File: src/rtl/ddr_port_arbiter.sv
// Round-robin arbiter sharing one DDR2 controller user port among NREQ requesters,
// with read-tag FIFO for response routing. Define DDR_ARB_FIXED_PRIO_EN for strict priority (lowest index wins).
module ddr_port_arbiter #(
  parameter int NREQ      = 3,
  parameter int AW        = 30,
  parameter int DW        = 32,
  parameter int MAX_BURST = 8,
  parameter int RD_DEPTH  = 4,
  localparam int GW       = (NREQ > 1) ? $clog2(NREQ) : 1
) (
  input  logic               clk,
  input  logic               reset_n,
  input  logic [NREQ-1:0]    req_valid,
  output logic [NREQ-1:0]    req_ready,
  input  logic [NREQ-1:0]    req_we,
  input  logic [NREQ*AW-1:0] req_addr,
  input  logic [NREQ*DW-1:0] req_wdata,
  output logic [NREQ-1:0]    rsp_valid,
  output logic [DW-1:0]      rsp_data,
  output logic               mem_cmd_valid,
  input  logic               mem_cmd_ready,
  output logic               mem_cmd_we,
  output logic [AW-1:0]      mem_cmd_addr,
  output logic [DW-1:0]      mem_cmd_wdata,
  input  logic               mem_rd_valid,
  input  logic [DW-1:0]      mem_rd_data,
  output logic [GW-1:0]      grant_id,
  output logic               busy,
  output logic               rd_orphan
);

  localparam int PW = $clog2(RD_DEPTH);
  localparam int CW = $clog2(MAX_BURST + 1);
  localparam logic [CW-1:0] BURST_LAST = CW'(MAX_BURST - 1);

  typedef enum logic {ST_IDLE, ST_GRANT} state_t;

  state_t          r_state, w_state_nxt;
  logic [GW-1:0]   r_grant_id, w_grant_nxt;
  logic [GW-1:0]   r_last_grant, w_last_nxt;
  logic [GW-1:0]   w_pick;
  logic [CW-1:0]   r_count, w_count_nxt;
  logic [GW-1:0]   r_tag_mem [RD_DEPTH];
  logic [PW:0]     r_wr_ptr, r_rd_ptr;
  logic [NREQ-1:0] r_rsp_valid;
  logic [DW-1:0]   r_rsp_data;
  logic            r_rd_orphan;
  logic            w_empty, w_full, w_push, w_pop, w_xfer;
  logic            w_req_v, w_req_we;

  assign w_empty = (r_wr_ptr == r_rd_ptr);
  assign w_full  = (r_wr_ptr[PW] != r_rd_ptr[PW]) &&
                   (r_wr_ptr[PW-1:0] == r_rd_ptr[PW-1:0]);

  // Next grantee; scanning in reverse lets the closest candidate overwrite the others.
  always_comb begin
    w_pick = r_last_grant;
`ifdef DDR_ARB_FIXED_PRIO_EN
    for (int i = NREQ - 1; i >= 0; i--) begin
      if (req_valid[i]) w_pick = GW'(i);
    end
`else
    for (int i = NREQ; i >= 1; i--) begin
      int idx;
      idx = (int'(r_last_grant) + i) % NREQ;
      if (req_valid[idx]) w_pick = GW'(idx);
    end
`endif
  end

  assign w_req_v       = req_valid[r_grant_id];
  assign w_req_we      = req_we[r_grant_id];
  assign mem_cmd_valid = (r_state == ST_GRANT) & w_req_v & ~(~w_req_we & w_full);
  assign mem_cmd_we    = w_req_we;
  assign mem_cmd_addr  = req_addr[int'(r_grant_id) * AW +: AW];
  assign mem_cmd_wdata = req_wdata[int'(r_grant_id) * DW +: DW];
  assign w_xfer        = mem_cmd_valid & mem_cmd_ready;
  assign w_push        = w_xfer & ~w_req_we;
  assign w_pop         = mem_rd_valid & ~w_empty;

  always_comb begin
    req_ready             = '0;
    req_ready[r_grant_id] = w_xfer;
  end

  // NOTE: every variable gets a default before the case so no path leaves it unassigned (no latch).
  always_comb begin
    w_state_nxt = r_state;
    w_grant_nxt = r_grant_id;
    w_last_nxt  = r_last_grant;
    w_count_nxt = r_count;
    case (r_state)
      ST_IDLE: begin
        if (|req_valid) begin
          w_grant_nxt = w_pick;
          w_count_nxt = '0;
          w_state_nxt = ST_GRANT;
        end
      end
      ST_GRANT: begin
        if (w_xfer) w_count_nxt = r_count + 1'b1;
        if ((w_xfer && (r_count == BURST_LAST)) || !w_req_v) begin
          w_last_nxt  = r_grant_id;
          w_state_nxt = ST_IDLE;
        end
      end
      default: w_state_nxt = ST_IDLE;
    endcase
  end

  // NOTE: sequential state uses non-blocking assignments so all registers update from pre-edge values.
  always_ff @(posedge clk or negedge reset_n) begin
    if (!reset_n) begin
      r_state      <= ST_IDLE;
      r_grant_id   <= '0;
      r_last_grant <= GW'(NREQ - 1);
      r_count      <= '0;
    end else begin
      r_state      <= w_state_nxt;
      r_grant_id   <= w_grant_nxt;
      r_last_grant <= w_last_nxt;
      r_count      <= w_count_nxt;
    end
  end

  // NOTE: the tag storage is tiny, so it is reset with the pointers rather than left uninitialised.
  always_ff @(posedge clk or negedge reset_n) begin
    if (!reset_n) begin
      r_wr_ptr <= '0;
      r_rd_ptr <= '0;
      for (int i = 0; i < RD_DEPTH; i++) r_tag_mem[i] <= '0;
    end else begin
      if (w_push) begin
        r_tag_mem[r_wr_ptr[PW-1:0]] <= r_grant_id;
        r_wr_ptr                    <= r_wr_ptr + 1'b1;
      end
      if (w_pop) r_rd_ptr <= r_rd_ptr + 1'b1;
    end
  end

  always_ff @(posedge clk or negedge reset_n) begin
    if (!reset_n) begin
      r_rsp_valid <= '0;
      r_rsp_data  <= '0;
      r_rd_orphan <= 1'b0;
    end else begin
      r_rsp_valid <= w_pop ? (NREQ'(1) << r_tag_mem[r_rd_ptr[PW-1:0]]) : '0;
      if (w_pop) r_rsp_data <= mem_rd_data;
      if (mem_rd_valid && w_empty) r_rd_orphan <= 1'b1;
    end
  end

  assign rsp_valid = r_rsp_valid;
  assign rsp_data  = r_rsp_data;
  assign grant_id  = r_grant_id;
  assign rd_orphan = r_rd_orphan;
  assign busy      = (r_state == ST_GRANT) | ~w_empty;

endmodule

File: config.mk
export PLATFORM = sky130hd
export DESIGN_NAME = ddr_port_arbiter
export DESIGN_NICKNAME = d
export VERILOG_FILES = /design/src/rtl/ddr_port_arbiter.sv
export SDC_FILE = /design/constraint.sdc
export NUM_CORES = 1
export LEC_CHECK = 0
export ABC_AREA = 1
export ABC_CLOCK_PERIOD_IN_PS = 2850
export CAP_MARGIN = 20
export CORE_AREA = 2 2 129 131
export DETAILED_ROUTE_END_ITERATION = 8
export DIE_AREA = 0 0 131 133
export PLACE_DENSITY = 0.66
export RECOVER_POWER = 50
export SLEW_MARGIN = 10
export SYNTH_ARGS = -nofsm -noshare
export SYNTH_HDL_FRONTEND = slang
export SYNTH_SLANG_ARGS = --single-unit
File: constraint.sdc
create_clock -name clk -period 2.85 [get_ports clk]
set_input_delay 0.57 -clock clk [delete_from_list [all_inputs] [get_ports clk]]
set_output_delay 0.57 -clock clk [all_outputs]
set_load 0.1 [all_outputs]
==> impl_metrics.tcl <==
set metrics [dict create \
    ys_ff_latch 59 \
    dr.pass1.iters 5 \
    numCtsBuffers 9 \
    critPathRequiredTime_ns 2.28 \
    rsz0062_at_grt "no" \
    ant_nets 0 \
    final_nets 1120 \
    cts_max_level 3 \
    cts.clk_slew.worst_paths_ns 0.05 \
    design.core.area_sq_um 16200 \
    relSlewSlack 0.0245 \
    grt_usage 0.218 \
    min_path_type "flip-flop to flip-flop" \
    syn2layout_area_growth_pct 114 \
    hold_viol 0 \
    wire_per_inst_microns 17.7 \
    initialDrtViolationCount 318 \
    place_congestion 0.810 \
    synthCells 556 \
    syn-num-nets 793 \
    clk_latency_ns 0.33 \
    synth_most_common_cell "nand2_1" \
    die_h_microns 133 \
    hp-start "rsp_data[10]" \
    synthTopCellsByArea "dfrtp_1, nand2_1, a22oi_1" \
    die_area_sq_um 17400 \
    fmax_mhz 368 \
    worstPathArrival_ns 2.14 \
    syn_area_sq_um 3890 \
    crit_path_start_kind "primary input" \
    layout_setup_ws_ns 0.136 \
    final_util 0.515 \
    drc_errors 0 \
    num_vias 5052 \
    overflow 0 \
    yosys-top-cells-count "nand2_1, dfrtp_1, a22oi_1" \
    tns_ns 0 \
    synth_edf_count 0 \
    synth.distinct_cells 34 \
    critPathKind "primary input to output pin" \
    post_cts_resized 0 \
    setup_viol 0 \
    drv_cap 0 \
    place_ws_ns 0.0716 \
    grt_pass1_vias 4925 \
    cts_tree "done" \
    cts_sinks 59 \
    async_reset_ff_frac 1.00 \
    hold_buffers 0 \
    drive_above_1_share 0.135 \
    port_buffers 333 \
    dominantRegCellSynth "dfrtp_1" \
    clock_skew_ns 0.00929 \
    clockBufferDepth 2 \
    yosysTopAreaCellShare 0.373 \
    rows 47 \
    fin_crit_sh 0.952 \
    ios 334 \
    setup.worst_path.start "req_we[0]" \
    drt_wl_total_mm 19.6 \
    grt_max_degree 63 \
    timing.rr.start "r_rd_ptr[0]" \
    ys_warn_count 0 \
    antenna_found_initial 6 \
    synth_area_per_cell_sq_um 6.99 \
    die_x_microns 131 \
    critPathCaptureType "output pin" \
    start_util 0.240 \
    synth_top_area_cell "dfrtp_1" \
    cts_setup_buffers 0 \
    crit_fanout 6 \
    grt_pass1_wl_mm 28.4 \
    post-route-min-period_ns 2.71 \
    ys_seq_area_frac 0.380 \
    cts_root_buffer "clkbuf_16" \
    worstMarginPinSlew_ns 1.46 \
    vias_per_cell 4.56 \
    slew_viol_final 0 \
    hpwl_mm 15.7 \
    outcome "finished, final reports clean" \
]
## through the flow
step / cell area (sq um) / hold WS, ns / cells
final: 8330 / 0.466 / 1108
after detailed placement: 8140 / 0.459 / 1092
after CTS: 8460 / 0.425 / 1107
after floorplan: 3940 / 0.274 / 556
after global routing: 8320 / 0.482 / 1107
after global placement: 8140 / 0.454 / 1092
## cell usage in the layout, fill, tap and decap left out, types with 2 or more instances in the layout
master / n
xor2_1: 5
clkbuf_8: 2
ha_1: 9
a21oi_1: 9
buf_4: 12
inv_2: 2
inv_1: 27
dfrtp_1: 56
nor2_1: 13
buf_12: 71
nor3_1: 2
o21ai_1: 5
o21ai_0: 11
nand3_1: 55
nor2_4: 5
nand2_1: 246
clkbuf_2: 2
dfrtp_4: 2
bufinv_16: 2
nor3_4: 3
clkdlybuf4s50_1: 226
clkbuf_16: 9
a22oi_1: 56
clkbuf_1: 38
## worst max-delay path, cell delays in order
cell and delay [ns]:
clkdlybuf4s50_1 0.53, o21ai_0 0.11, nand2_1 0.07, nand2_1 0.09, nand3_1 0.15, nand3_4 0.15, nor3_4 0.26, buf_12 0.20
## registers in the layout, summed over array words and instances (netlist names)
signal and flops:
rsp_data 32, r_rd_ptr 3, r_last_grant 2, rsp_valid 3
r_count 4, r_tag_mem 8, r_state 1, grant_id 2
r_wr_ptr 3, rd_orphan 1
## metal layers
layer | GRT usage | part of all wire | up-vias
li1 | - | - | 2490
met1 | 0.284 | 0.43 | 2305
met2 | 0.342 | 0.46 | 220
met3 | 0.0926 | 0.11 | 27
met4 | 0.0343 | 0.0095 | 10
met5 | 0 | 0.0035 | -
## area by class of cell
cell class              count  area [sq um]
fillers                  1579          7850
repair buffers            350          3930
multi-input cells         434          2200
flip-flops and latches     59          1490
well taps                 220           275
clock buffers              11           253
inverters                  29           109
clock inverters             4          73.8
diodes                      1          2.50
## cells by family (layout without fill, tap and decap cells)
logic type	count (synthesis)	count (layout)	synth area share
and+or+nand+nor	332	332	0.354
other	0	1	0
buffers and inverters	63	394	0.0712
adders and majority gates	9	9	0.0290
DFF	59	59	0.380
AOI/OAI and AO/OA	87	87	0.152
xor gates and xnor gates	6	6	0.0135
## final timing paths
| kind | slack [ns] | to | cells after the start |
|---|---|---|---|
| setup reg to reg | 0.42 | r_rd_ptr[1] | 8 |
| hold reg to reg | 0.47 | rsp_data[10] | 2 |
| max in group asynchronous | 1.11 | grant_id[0] | 2 |
| setup / recovery | 0.14 | req_ready[0] | 8 |
| min in group asynchronous | 0.68 | rsp_data[10] | 2 |
| hold / removal | 0.47 | rsp_data[10] | 2 |
Power of run 1 is left out: the tool's default activity adds up to more than one toggle a clock period on the data nets, which glitch-free logic cannot reach.
